### config.mk
export PLATFORM = sky130hd
export DESIGN_NAME = dc_motor_ramp_ctrl
export DESIGN_NICKNAME = d
export VERILOG_FILES = /design/src/rtl/dc_motor_ramp_ctrl.sv
export SDC_FILE = /design/constraint.sdc
export NUM_CORES = 1
export LEC_CHECK = 0
export ABC_AREA = 1
export BUFFER_PORTS_ARGS = -buffer_cell sky130_fd_sc_hd__buf_2
export CORE_ASPECT_RATIO = 1.25
export CORE_MARGIN = 2
export CORE_UTILIZATION = 30
export CTS_CLUSTER_DIAMETER = 50
export DETAILED_ROUTE_END_ITERATION = 8
export HOLD_SLACK_MARGIN = 0.15
export PLACE_DENSITY = 0.52
export SLEW_MARGIN = 40
export SYNTH_ARGS = -nofsm -noshare
export SYNTH_HDL_FRONTEND = slang
export SYNTH_SLANG_ARGS = --single-unit
### constraint.sdc
create_clock -name clk -period 2.8 [get_ports clk]
set_input_delay 0.56 -clock clk [delete_from_list [all_inputs] [get_ports clk]]
set_output_delay 0.56 -clock clk [all_outputs]
set_load 0.05 [all_outputs]
### src/rtl/dc_motor_ramp_ctrl.sv
// Button-driven duty ramp controller for the dc_motor PWM block.
// Debounced up/down presses set a target level; the FSM wakes the driver and steps level toward target.
module dc_motor_ramp_ctrl #(
  parameter int unsigned DEBOUNCE_CYC = 16,
  parameter int unsigned STEP_CYC     = 8,
  parameter int unsigned WAKE_CYC     = 4,
  parameter int unsigned IDLE_TIMEOUT = 32
) (
  input  logic       clk,
  input  logic       rst,
  input  logic       btn_up,
  input  logic       btn_down,
  input  logic       estop,
  output logic       inc,
  output logic       dec,
  output logic       nsleep,
  output logic [3:0] level,
  output logic [3:0] target,
  output logic       busy
);

  localparam int unsigned DB_W   = $clog2(DEBOUNCE_CYC + 1);
  localparam int unsigned STEP_W = $clog2(STEP_CYC + 1);
  localparam int unsigned WAKE_W = $clog2(WAKE_CYC + 1);
  localparam int unsigned IDLE_W = $clog2(IDLE_TIMEOUT + 1);
  localparam logic [3:0]  LVL_MAX = 4'd15;

  typedef enum logic [1:0] {SLEEP, WAKE, IDLE, RAMP} state_e;

  // Index 0 = up button, index 1 = down button
  logic [1:0]      sync1_q, sync1_d;
  logic [1:0]      sync2_q, sync2_d;
  logic [1:0]      db_q, db_d;
  logic [DB_W-1:0] db_cnt_q [2];
  logic [DB_W-1:0] db_cnt_d [2];
  logic [1:0]      press_c;

  logic [3:0]        target_q, target_d;
  logic [3:0]        level_q, level_d;
  state_e            state_q, state_d;
  logic [WAKE_W-1:0] wake_cnt_q, wake_cnt_d;
  logic [STEP_W-1:0] step_cnt_q, step_cnt_d;
  logic [IDLE_W-1:0] idle_cnt_q, idle_cnt_d;
  logic              inc_q, inc_d;
  logic              dec_q, dec_d;
  logic              nsleep_q, nsleep_d;
  logic              busy_q, busy_d;
  logic              step_due_c;

  // Synchronize, debounce and detect debounced rising edges
  always_comb begin
    sync1_d = {btn_down, btn_up};
    sync2_d = sync1_q;
    db_d    = db_q;
    press_c = 2'b00;
    for (int i = 0; i < 2; i++) begin
      db_cnt_d[i] = '0;
      if (sync2_q[i] != db_q[i]) begin
        if (db_cnt_q[i] == DB_W'(DEBOUNCE_CYC - 1)) begin
          db_d[i]    = sync2_q[i];
          press_c[i] = sync2_q[i];
        end else begin
          db_cnt_d[i] = db_cnt_q[i] + DB_W'(1);
        end
      end
    end
  end

  // Target update; simultaneous up/down presses cancel
  always_comb begin
    target_d = target_q;
    if (estop) begin
      target_d = 4'd0;
    end else if (press_c[0] && !press_c[1] && target_q != LVL_MAX) begin
      target_d = target_q + 4'd1;
    end else if (press_c[1] && !press_c[0] && target_q != 4'd0) begin
      target_d = target_q - 4'd1;
    end
  end

  // Emergency stop collapses the step interval to a single cycle
  assign step_due_c = estop || (step_cnt_q >= STEP_W'(STEP_CYC - 1));

  always_comb begin
    state_d    = state_q;
    level_d    = level_q;
    wake_cnt_d = wake_cnt_q;
    step_cnt_d = step_cnt_q;
    idle_cnt_d = idle_cnt_q;
    inc_d      = 1'b0;
    dec_d      = 1'b0;
    unique case (state_q)
      SLEEP: begin
        if (target_q != 4'd0) begin
          state_d    = WAKE;
          wake_cnt_d = '0;
        end
      end
      WAKE: begin
        if (estop || target_q == 4'd0) begin
          state_d    = IDLE;
          idle_cnt_d = '0;
        end else if (wake_cnt_q == WAKE_W'(WAKE_CYC - 1)) begin
          state_d    = RAMP;
          step_cnt_d = '0;
        end else begin
          wake_cnt_d = wake_cnt_q + WAKE_W'(1);
        end
      end
      IDLE: begin
        if (target_q != level_q) begin
          state_d    = RAMP;
          step_cnt_d = '0;
        end else if (level_q == 4'd0) begin
          if (idle_cnt_q == IDLE_W'(IDLE_TIMEOUT - 1)) begin
            state_d    = SLEEP;
            idle_cnt_d = '0;
          end else begin
            idle_cnt_d = idle_cnt_q + IDLE_W'(1);
          end
        end else begin
          idle_cnt_d = '0;
        end
      end
      RAMP: begin
        if (step_due_c) begin
          step_cnt_d = '0;
          if (target_q > level_q) begin
            inc_d   = 1'b1;
            level_d = level_q + 4'd1;
          end else if (target_q < level_q) begin
            dec_d   = 1'b1;
            level_d = level_q - 4'd1;
          end else begin
            state_d    = IDLE;
            idle_cnt_d = '0;
          end
        end else begin
          step_cnt_d = step_cnt_q + STEP_W'(1);
        end
      end
      default: state_d = SLEEP;
    endcase
    nsleep_d = (state_d != SLEEP);
    busy_d   = (state_d == WAKE) || (state_d == RAMP);
  end

  always_ff @(posedge clk or negedge rst) begin
    if (!rst) begin
      sync1_q     <= 2'b00;
      sync2_q     <= 2'b00;
      db_q        <= 2'b00;
      db_cnt_q[0] <= '0;
      db_cnt_q[1] <= '0;
      target_q    <= 4'd0;
      level_q     <= 4'd0;
      state_q     <= SLEEP;
      wake_cnt_q  <= '0;
      step_cnt_q  <= '0;
      idle_cnt_q  <= '0;
      inc_q       <= 1'b0;
      dec_q       <= 1'b0;
      nsleep_q    <= 1'b0;
      busy_q      <= 1'b0;
    end else begin
      sync1_q     <= sync1_d;
      sync2_q     <= sync2_d;
      db_q        <= db_d;
      db_cnt_q[0] <= db_cnt_d[0];
      db_cnt_q[1] <= db_cnt_d[1];
      target_q    <= target_d;
      level_q     <= level_d;
      state_q     <= state_d;
      wake_cnt_q  <= wake_cnt_d;
      step_cnt_q  <= step_cnt_d;
      idle_cnt_q  <= idle_cnt_d;
      inc_q       <= inc_d;
      dec_q       <= dec_d;
      nsleep_q    <= nsleep_d;
      busy_q      <= busy_d;
    end
  end

  assign inc    = inc_q;
  assign dec    = dec_q;
  assign nsleep = nsleep_q;
  assign level  = level_q;
  assign target = target_q;
  assign busy   = busy_q;

endmodule

==> results of run 1 <==
## worst max-delay path, delay by kind of cell (launching register included)
family | cells | cell delay (ns)
AO/OA/AOI/OAI | 2 | 0.25
XOR/XNOR | 1 | 0.19
adder cells (fa/ha/maj) | 2 | 0.59
buffers and inverters | 3 | 0.16
flip-flops | 1 | 0.42
AND/OR/NAND/NOR | 8 | 0.61
## metrics by stage
| stage | instances | worst slack [ns] | total power, uW |
|---|---|---|---|
| 2_1_floorplan | 300 | 0.2938 | 1640 |
| 3_3_place_gp | 415 | 0.5540 | 1868 |
| 3_5_place_dp | 415 | 0.4833 | 1881 |
| 4_1_cts | 423 | 0.4769 | 2329 |
| 5_1_grt | 423 | 0.2414 | 2492 |
| 6_report | 423 | 0.4857 | 2293 |
## state kept, by name, indices dropped and copies added, names as in the netlist
| signal | flops |
|---|---|
| step_cnt_q | 4 |
| sync1_q | 2 |
| db_cnt_q | 10 |
| busy | 1 |
| wake_cnt_q | 3 |
| nsleep | 1 |
| inc | 1 |
| target | 4 |
| state_q | 2 |
| dec | 1 |
| sync2_q | 2 |
| db_q | 2 |
| idle_cnt_q | 6 |
| level | 4 |
## where the power goes
| group | switching (uW) | internal (uW) | leakage [uW] |
|---|---|---|---|
| registers | 90.2 | 723 | 0.000559 |
| clock network | 211 | 225 | 0.0000515 |
| logic | 724 | 320 | 0.000788 |
| total | 1020 | 1270 | 0.00140 |
## final cells by class
class,count,area (um^2)
Fill cell,861,5364
Multi-Input combinational cell,203,1234
Sequential cell,43,1076
Inverter,54,203.9
Tap cell,97,121.4
Clock buffer,8,100.1
Timing Repair Buffer,18,95.09
## cell usage in the layout, fill, tap and decap left out, types with 2 or more instances in the layout
cell,netlist,layout
nor2_2,4,4
clkbuf_8,0,7
o21ai_2,3,3
ha_1,19,19
o21ai_1,8,8
fa_1,2,2
inv_2,8,8
nand3_1,19,19
inv_1,45,45
a21oi_1,5,5
nor3_1,5,5
xor2_1,6,6
o21ai_0,11,11
nand4_1,7,7
dfrtp_1,43,43
buf_2,0,16
nor2_4,3,3
nand3_2,5,5
nand2_1,64,64
nor2_1,26,26
nand2_2,3,3
buf_4,0,2
## cell families after synthesis
group,after synthesis
simple gates,141
buf+inv,54
flops,43
compound gates,34
fa+ha+maj,21
xor+xnor,7
## metal layers
| metal | wire [um] | track usage [%] |
|---|---|---|
| met2 | 2483 | 20.76 |
| met3 | 132 | 2.174 |
| met1 | 2111 | 13.38 |
| met4 | 106 | 4.875 |
| met5 | 0 | 0 |
## final timing paths
| check | start | to | slack [ns] | depth (start not counted) |
|---|---|---|---|---|
| max | level[1]$_DFFE_PN0P_ | level[3]$_DFFE_PN0P_ | 0.49 | 16 |
| max reg2reg | level[1]$_DFFE_PN0P_ | level[3]$_DFFE_PN0P_ | 0.49 | 16 |
| max in group asynchronous | rst | wake_cnt_q[0]$_DFFE_PN0P_ | 2.12 | 2 |
| min in group clk | sync1_q[1]$_DFF_PN0_ | sync2_q[1]$_DFF_PN0_ | 0.36 | 0 |
| min | rst | target[0]$_DFFE_PN0P_ | 0.15 | 1 |
| min reg2reg | sync1_q[1]$_DFF_PN0_ | sync2_q[1]$_DFF_PN0_ | 0.36 | 0 |
==> metrics.txt, run 1 <==
status finished with violations; failing checks design-rule violations; CTS tree done; Slowest Stage Delay on Critical Path 0.42 ns; Pwr per Cell Area about 810 mW/mm^2; synthesis-stage register bit count 43; number of global-route vias before repair around 1,900; Clock Tree Buf Depth 2; Synth Cell Area 0.002514 mm^2; Syn Nets about 330; Final Net Count 351; final setup vio count 0; Tightest Pin Transition 0.3368 ns; worst hold slack between 0.15 and 0.2 ns; dpl hpwl 3.858 mm; postcts setup bufs 0; largest family of logic cells by synthesized area simple AND/OR/NAND/NOR gates; # rows 37; critical path class register to register; routed via count ~1,900; worst skew pair latency 0.30 ns; clock tree sinks 43; compound-gate portion of the synthesized area between 7 and 8%; Seq/Total Area, Yosys 42.81%; CP endpoint kind register; pin count of the biggest net entering global routing 16; Syn Inst Count 300; Sum Neg Setup Slack 0 ns; gr usage total a little under an eighth; Synth Area in XOR/XNOR around 2.4%; Initial Util a little under a third; max-slew violations 0; crit share post-route approximately 83%; htree depth 2; final hold violation count 0; layout cells sized above 1 between 10% and 20%; RSZ-0062 raised after global routing false; Layout Utilization about a third; WL/cell 11.43 um; Synth Warn # 0; Max VDD drop ~0.23 mV; Synth Flop Type dfrtp_1; Inserted Clock Buffers 5; Rel. slew slack between 70% and 80%; WL final between 4 and 5 mm; adder-cell area share of the yosys netlist 11.05%; worst path cell trace inv_1 -> ha_1 -> inv_1 -> o21bai_1 -> nand2_1 -> nand2_2 -> nand2_1 -> ha_1 -> nand2_1 -> inv_1 -> o21ai_0 -> nand2_1 -> xor2_1 -> nor2_1 -> nand2_1 -> nand2_1; Critical Path RT 2.99 ns; top post-synthesis cells by area dfrtp_1, nand2_1, ha_1, inv_1, nor2_1; Unique masters post-synth 33; most frequent cell after synthesis nand2_1; Die Y-Extent 106.3 um; I/O pins 17; syn_area_per_cell around 8.4 um^2; worst min path class input port to async pin; DRT antenna net count 0; Clk pin slew, worst setup/hold paths ~0.09 ns; initial antenna violation count 0; CP Max Fanout 4; cell mode on critical path nand2_1; Area Growth Syn to Fin 12.59%; GRT overflow 0; number of diodes 0; # Max-Cap Violations 0; CORE AREA 0.008194 mm^2; post-DR vias/cell between 4 and 5; Post-Synth Simple-Gate Area roughly 28%; leakage power roughly 0.0014 uW; Root Driver clkbuf_8; ys async rst share 100.0%; CP max-delay cell dfrtp_1; PostCTS Resize Cnt 0; DRC Markers 4; Design Area, Final around 0.0028 mm^2; fmax ~0.43 GHz; die span in x 85.87 um; hold buffers post-CTS 0; Post-synth EDFFs 0; synth cell count leaders nand2_1, inv_1, dfrtp_1; area post-placement ~0.0027 mm^2; first-pass GRT wire length 8.542 mm; 1st-iter DRT viols between 60 and 70; skew final around 0.0084 ns; top cell type's share of synthesized area 42.81%; post-layout minimum cycle time 2.314 ns; DRT Pass-1 Iters 8; Port Buf Inserts 16; Final GP Congestion roughly 0.86; Setup crit start kind register; arrival time worst endpoint 2.51 ns; post-synthesis mux area share 0%; full die area approximately 0.009 mm^2; area leader, netlist dfrtp_1
Note: power is estimated with default switching activity, not from simulation.
==> run 2: changes to the inputs <==
--- a/config.mk
+++ b/config.mk
@@ -13,7 +13,7 @@
 export CTS_CLUSTER_DIAMETER = 50
 export DETAILED_ROUTE_END_ITERATION = 8
 export HOLD_SLACK_MARGIN = 0.15
-export PLACE_DENSITY = 0.52
+export PLACE_DENSITY = 0.54
 export SLEW_MARGIN = 40
 export SYNTH_ARGS = -nofsm -noshare
 export SYNTH_HDL_FRONTEND = slang
==> constraint.sdc (replaced) <==
create_clock -name clk -period 1.95 [get_ports clk]
set_input_delay 0.39 -clock clk [delete_from_list [all_inputs] [get_ports clk]]
set_output_delay 0.39 -clock clk [all_outputs]
set_load 0.05 [all_outputs]
==> run 2 against run 1 <==
Compared with the run above:
- sequential share of layout area decreased by 4.2 points
- routed wire length is 5.8% higher
- hold slack gained 0.039 ns
- final area up 13%
- cell count grew 8.7%
- utilization grew 4.7 points
- count of clock-buffer cells in the layout decreased by 3
- the flow finishes with violations (design-rule violations, negative setup slack)
- register-to-register slack worse by 0.52 ns
- die area did not move
- first-iteration DRC count is 8.7% higher
==> metrics.txt, run 2 (synthesized netlist as in run 1, its figures left out) <==
skew final roughly 0.0093 ns; worst path cell trace ha_4 -> inv_2 -> o21bai_1 -> nand2_1 -> nand2_2 -> nand2_4 -> ha_4 -> nand2_2 -> inv_2 -> o21ai_1 -> nand2_1 -> xor2_1 -> nor2_1 -> nand2_1 -> nand2_1; Fillers 829; Design Area, Final approximately 0.0032 mm^2; Clk pin slew, worst setup/hold paths about 0.09 ns; WL/cell 11.12 um; final worst slack -0.03790 ns; final setup vio count 3; leakage power 0.001556 uW; Initial Util a little under a third; pin count of the biggest net entering global routing 30; worst hold slack between 0.15 and 0.2 ns; # rows 37; crit share post-route 101.9%; Clock Tree Buf Depth 2; area post-placement between 0.002 and 0.003 mm^2; CORE AREA 0.008194 mm^2; first-pass GRT wire length slightly below 9 mm; CP endpoint kind register; # Max-Cap Violations 0; full die area about 0.009 mm^2; post-DR vias/cell 4.587; Final GP Congestion between 0.7 and 0.8; GRT overflow 0; RSZ-0062 raised after global routing true; fmax slightly above 0.5 GHz; Port Buf Inserts 16; failing checks design-rule violations, negative setup slack; Setup crit start kind register; gr usage total roughly an eighth; cell mode on critical path nand2_1; Inserted Clock Buffers 5; number of global-route vias before repair about 2,000; Largest register FFs 10; CP Max Fanout 3; die span in x ~86 um; number of diodes 0; CP max-delay cell dfrtp_2; WL final around 5 mm; Area Growth Syn to Fin 27.77%; Largest Register db_cnt_q; Root Driver clkbuf_8; Critical Path Stages 15; DRT Pass-1 Iters 8; M1 wire length roughly 2.3 mm; clock tree sinks 43; Sum Neg Setup Slack -0.05458 ns; max-slew violations 0; Rel. slew slack 55.45%; layout cells sized above 1 roughly 33%; Tightest Pin Transition about 0.67 ns; worst skew pair latency 0.30 ns; DRC Markers 1; routed via count ~2,100; met2 wire len approximately 2.6 mm; initial antenna violation count 0; 1st-iter DRT viols 75; CTS tree done; dpl hpwl roughly 4 mm; arrival time worst endpoint 2.17 ns; Worst path top cell family by delay simple AND/OR/NAND/NOR gates; worst slack at placement -0.05934 ns; worst reg-to-reg path cell count 15; top layer in use met4; Pwr per Cell Area roughly 1100 mW/mm^2; Max VDD drop roughly 0.48 mV; worst min path class input port to register; most frequent cells in the layout nand2_1, inv_1, buf_4; Top Registers db_cnt_q: 10 flops, idle_cnt_q: 6 flops; Slowest Stage Delay on Critical Path about 0.43 ns; Final Net Count 388; Critical Path RT 2.13 ns; worst hold stages 1; post-layout minimum cycle time just under 2 ns; DRT antenna net count 0; final hold violation count 0; commonest non-fill, non-tap cell in the layout nand2_1; htree depth 2; Die Y-Extent between 100 and 150 um; CP bufs+invs 2; status finished with violations; I/O pins 17; critical path class register to register; WL met3 approximately 120 um
## run 2: metrics by stage
step	util, %	power, uW	instances
detailed placement	36.20	2906	441
global route	39.20	3939	460
finish	39.20	3632	460
global placement	36.20	2885	441
CTS	37.98	3539	450
floorplan	-	2408	300
## run 2: power breakdown
part | internal (uW) | total [uW] | switching, uW
logic | 735 | 1900 | 1170
registers | 1040 | 1150 | 104
clock network | 256 | 582 | 325
total | 2030 | 3630 | 1600
## run 2: worst paths after layout
kind                                  startpoint                    to  slack [ns]
setup / recovery           target[1]$_DFFE_PN0P_  level[3]$_DFFE_PN0P_       -0.04
hold / removal                          btn_down  sync1_q[1]$_DFF_PN0_        0.19
max in group asynchronous                    rst  sync1_q[0]$_DFF_PN0_        0.70
min in group asynchronous                    rst      nsleep$_DFF_PN0_        0.66
hold reg to reg             sync1_q[0]$_DFF_PN0_  sync2_q[0]$_DFF_PN0_        0.34
setup reg to reg           target[1]$_DFFE_PN0P_  level[3]$_DFFE_PN0P_       -0.04
## run 2: per-layer routing
metal	vias up	track usage (%)
li1	1092	-
met1	979	14.02
met2	29	20.27
met3	10	2.795
met4	0	3.855
met5	-	0
## run 2: worst register-to-register path, delay by kind of cell, from the launching register on
family / cells / cell delay, ns
AND/OR/NAND/NOR: 8 / 0.53
XOR/XNOR: 1 / 0.18
buffers and inverters: 2 / 0.05
flip-flops: 1 / 0.43
adder cells (fa/ha/maj): 2 / 0.48
AO/OA/AOI/OAI: 2 / 0.21
## run 2: cell type report
cell class | instances | area, um^2 | share of cell area (%)
clock buffers | 5 | 68.82 | 2.143
clock inverters | 3 | 23.77 | 0.7402
inverters | 54 | 203.9 | 6.350
multi-input cells | 203 | 1334 | 41.53
flip-flops and latches | 43 | 1085 | 33.77
well taps | 97 | 121.4 | 3.779
repair buffers | 55 | 375.4 | 11.69
## run 2: repair_timing
action,CTS,global route
buffers inserted,0,10
hold buffers,1,0
setup endpoints to repair,3,10
endpoints found under the hold margin,27,0
gates resized for setup,7,10
pin swaps,6,9
==> run 3: changes to the inputs <==
--- a/config.mk
+++ b/config.mk
@@ -8,7 +8,6 @@
 export ABC_AREA = 1
 export BUFFER_PORTS_ARGS = -buffer_cell sky130_fd_sc_hd__buf_2
 export CORE_ASPECT_RATIO = 1.25
-export CORE_MARGIN = 2
 export CORE_UTILIZATION = 30
 export CTS_CLUSTER_DIAMETER = 50
 export DETAILED_ROUTE_END_ITERATION = 8
==> run 3 against run 2 <==
Compared with the run above:
- the flow still finishes with violations (design-rule violations, negative setup slack)
- sequential power about the same
- clock skew decreased by 0.0033 ns
- register-to-register slack about the same
- count of clock-buffer cells in the layout increased by 2
- non-clock buffer count decreased by 10
- maximum frequency decreased by 0.67%
- utilization increased by 0.19 points
- flip-flop and latch count unchanged
- final area decreased by 2.2%
- combinational power decreased by 4%
- cell count decreased by 2.6%
- hold slack improved by 0.0089 ns
- highest routed layer unchanged
==> metrics.txt, run 3 (synthesized netlist as in run 1, its figures left out) <==
switching pwr 1555 uW; Inserted Clock Buffers 5; post-DR vias/cell around 4.5; Setup crit start kind register; final worst slack -0.05133 ns; post-layout minimum cycle time between 2 and 2.5 ns; Port Buf Inserts 16; CP max-delay cell dfrtp_2; final hold violation count 0; routed via count slightly above 2,000; critical path class register to register; initial antenna violation count 0; clock power share between 10% and 20%; combinational group share of total power about half; WL/cell between 10 and 15 um; Pwr per Cell Area ~1100 mW/mm^2; skew final about 0.0060 ns; gr usage total 12.78%; I/O pins 17; pin count of the biggest net entering global routing 24; Design Area, Final roughly 0.0031 mm^2; die span in x about 84 um; CP Max Fanout 3; 1st-iter DRT viols 59; CTS tree done; CORE AREA around 0.008 mm^2; Critical Path RT 2.14 ns; first-pass GRT wire length approximately 9 mm; Clk pin slew, worst setup/hold paths roughly 0.080 ns; GRT overflow 0; worst skew pair latency just under 0.3 ns; RSZ-0062 raised after global routing true; Layout Utilization between 30% and 40%; WL final about 5 mm; Initial Util between 30% and 40%; worst hold slack 0.1983 ns; layout cells sized above 1 a little under a third; Max VDD drop 0.3996 mV; Tightest Pin Transition 0.5504 ns; Largest register FFs 10; arrival time worst endpoint between 2 and 2.5 ns; HP Start btn_down; Worst path top cell family by delay simple AND/OR/NAND/NOR gates; max-slew violations 0; DRC Markers 1; # Max-Cap Violations 0; status finished with violations; area post-placement around 0.0029 mm^2; clock tree sinks 43; commonest non-fill, non-tap cell in the layout nand2_1; dpl hpwl roughly 4 mm; Clock Tree Buf Depth 2; DRT antenna net count 0; CP startpoint target[1]$_DFFE_PN0P_; fmax 0.4997 GHz; Fillers 805; Root Driver clkbuf_8; Die Y-Extent between 100 and 150 um; DRT Pass-1 Iters 6; cell mode on critical path nand2_1; CP endpoint kind register; full die area 0.008751 mm^2; Final Net Count approximately 380; worst path cell trace ha_4 -> inv_2 -> o21bai_1 -> nand2_1 -> nand2_2 -> nand2_4 -> ha_4 -> nand2_2 -> inv_1 -> o21ai_1 -> nand2_1 -> xor2_1 -> nor2_1 -> nand2_1 -> nand2_1; Switching Share ~44%; Largest Register db_cnt_q; Rel. slew slack a little over three fifths; CP bufs+invs 2; Final GP Congestion roughly 0.77; number of global-route vias before repair about 2,100; worst min path class input port to register; Slowest Stage Delay on Critical Path between 0.4 and 0.5 ns; most frequent cells in the layout nand2_1, inv_1, dfrtp_1; final setup vio count 1; failing checks design-rule violations, negative setup slack; # rows 36; Area Growth Syn to Fin 24.94%; leakage power 0.001511 uW; Internal Power approximately 2000 uW; crit share post-route 102.6%; Sequential Power Share around a third; Top Registers db_cnt_q: 10 flops, idle_cnt_q: 6 flops; htree depth 2; number of diodes 0; R2R Path Start target[1]$_DFFE_PN0P_
==> run 3: final timing paths <==
path                       slack (ns)                     to  cells past startpoint
setup reg to reg                -0.05   level[3]$_DFFE_PN0P_                     15
setup / recovery                -0.05   level[3]$_DFFE_PN0P_                     15
hold / removal                   0.20   sync1_q[1]$_DFF_PN0_                      1
max in group asynchronous        0.82   sync1_q[0]$_DFF_PN0_                      3
min in group asynchronous        0.61  db_cnt_q[4]$_DFF_PN0_                      2
hold reg to reg                  0.36   sync2_q[0]$_DFF_PN0_                      0
==> run 3: stage by stage <==
stage	total power, uW	worst slack, ns	cells	TNS, ns
detailed placement	2896	-0.07415	435	-0.1312
finish	3525	-0.05133	448	-0.05133
floorplan	2408	-0.2737	300	-0.4091
global route	3829	-0.1736	448	-0.6024
CTS	3517	-0.06331	445	-0.1296
global placement	2885	-0.03730	435	-0.06179
==> run 3: what timing repair did <==
item,CTS,global route
buffers inserted,1,3
gates resized for setup,7,8
endpoints found under the hold margin,20,0
setup endpoints to repair,3,15
hold buffers,1,0
pin swaps,4,10
==> run 3: layout make-up <==
cell class                 instances  area [um^2]  share of cell area [%]
inverter                          54        203.9                   6.494
multi-input combinational        203         1339                   42.63
clock buffer                       7        76.32                   2.430
sequential                        43         1085                   34.54
timing repair buffer              45        312.8                   9.960
clock inverter                     1        5.005                  0.1594
tap                               95        118.9                   3.785
==> run 3: metal layers <==
layer,share of wire [%],wire length (um),global-route usage [%],up-vias
li1,-,-,-,1058
met1,46,2352,15.47,945
met2,49,2513,22.25,21
met3,2.7,136,2.778,8
met4,1.5,78,4.310,0
met5,0,0,0,-
==> run 3: power by group through the flow <==
stage | Combinational (uW) | Sequential [uW] | Clock (uW)
floorplan | 981 | 1430 | 0
global placement | 1730 | 1160 | 0
detailed placement | 1740 | 1160 | 0
CTS | 1790 | 1140 | 586
global route | 2040 | 1170 | 627
finish | 1820 | 1150 | 557
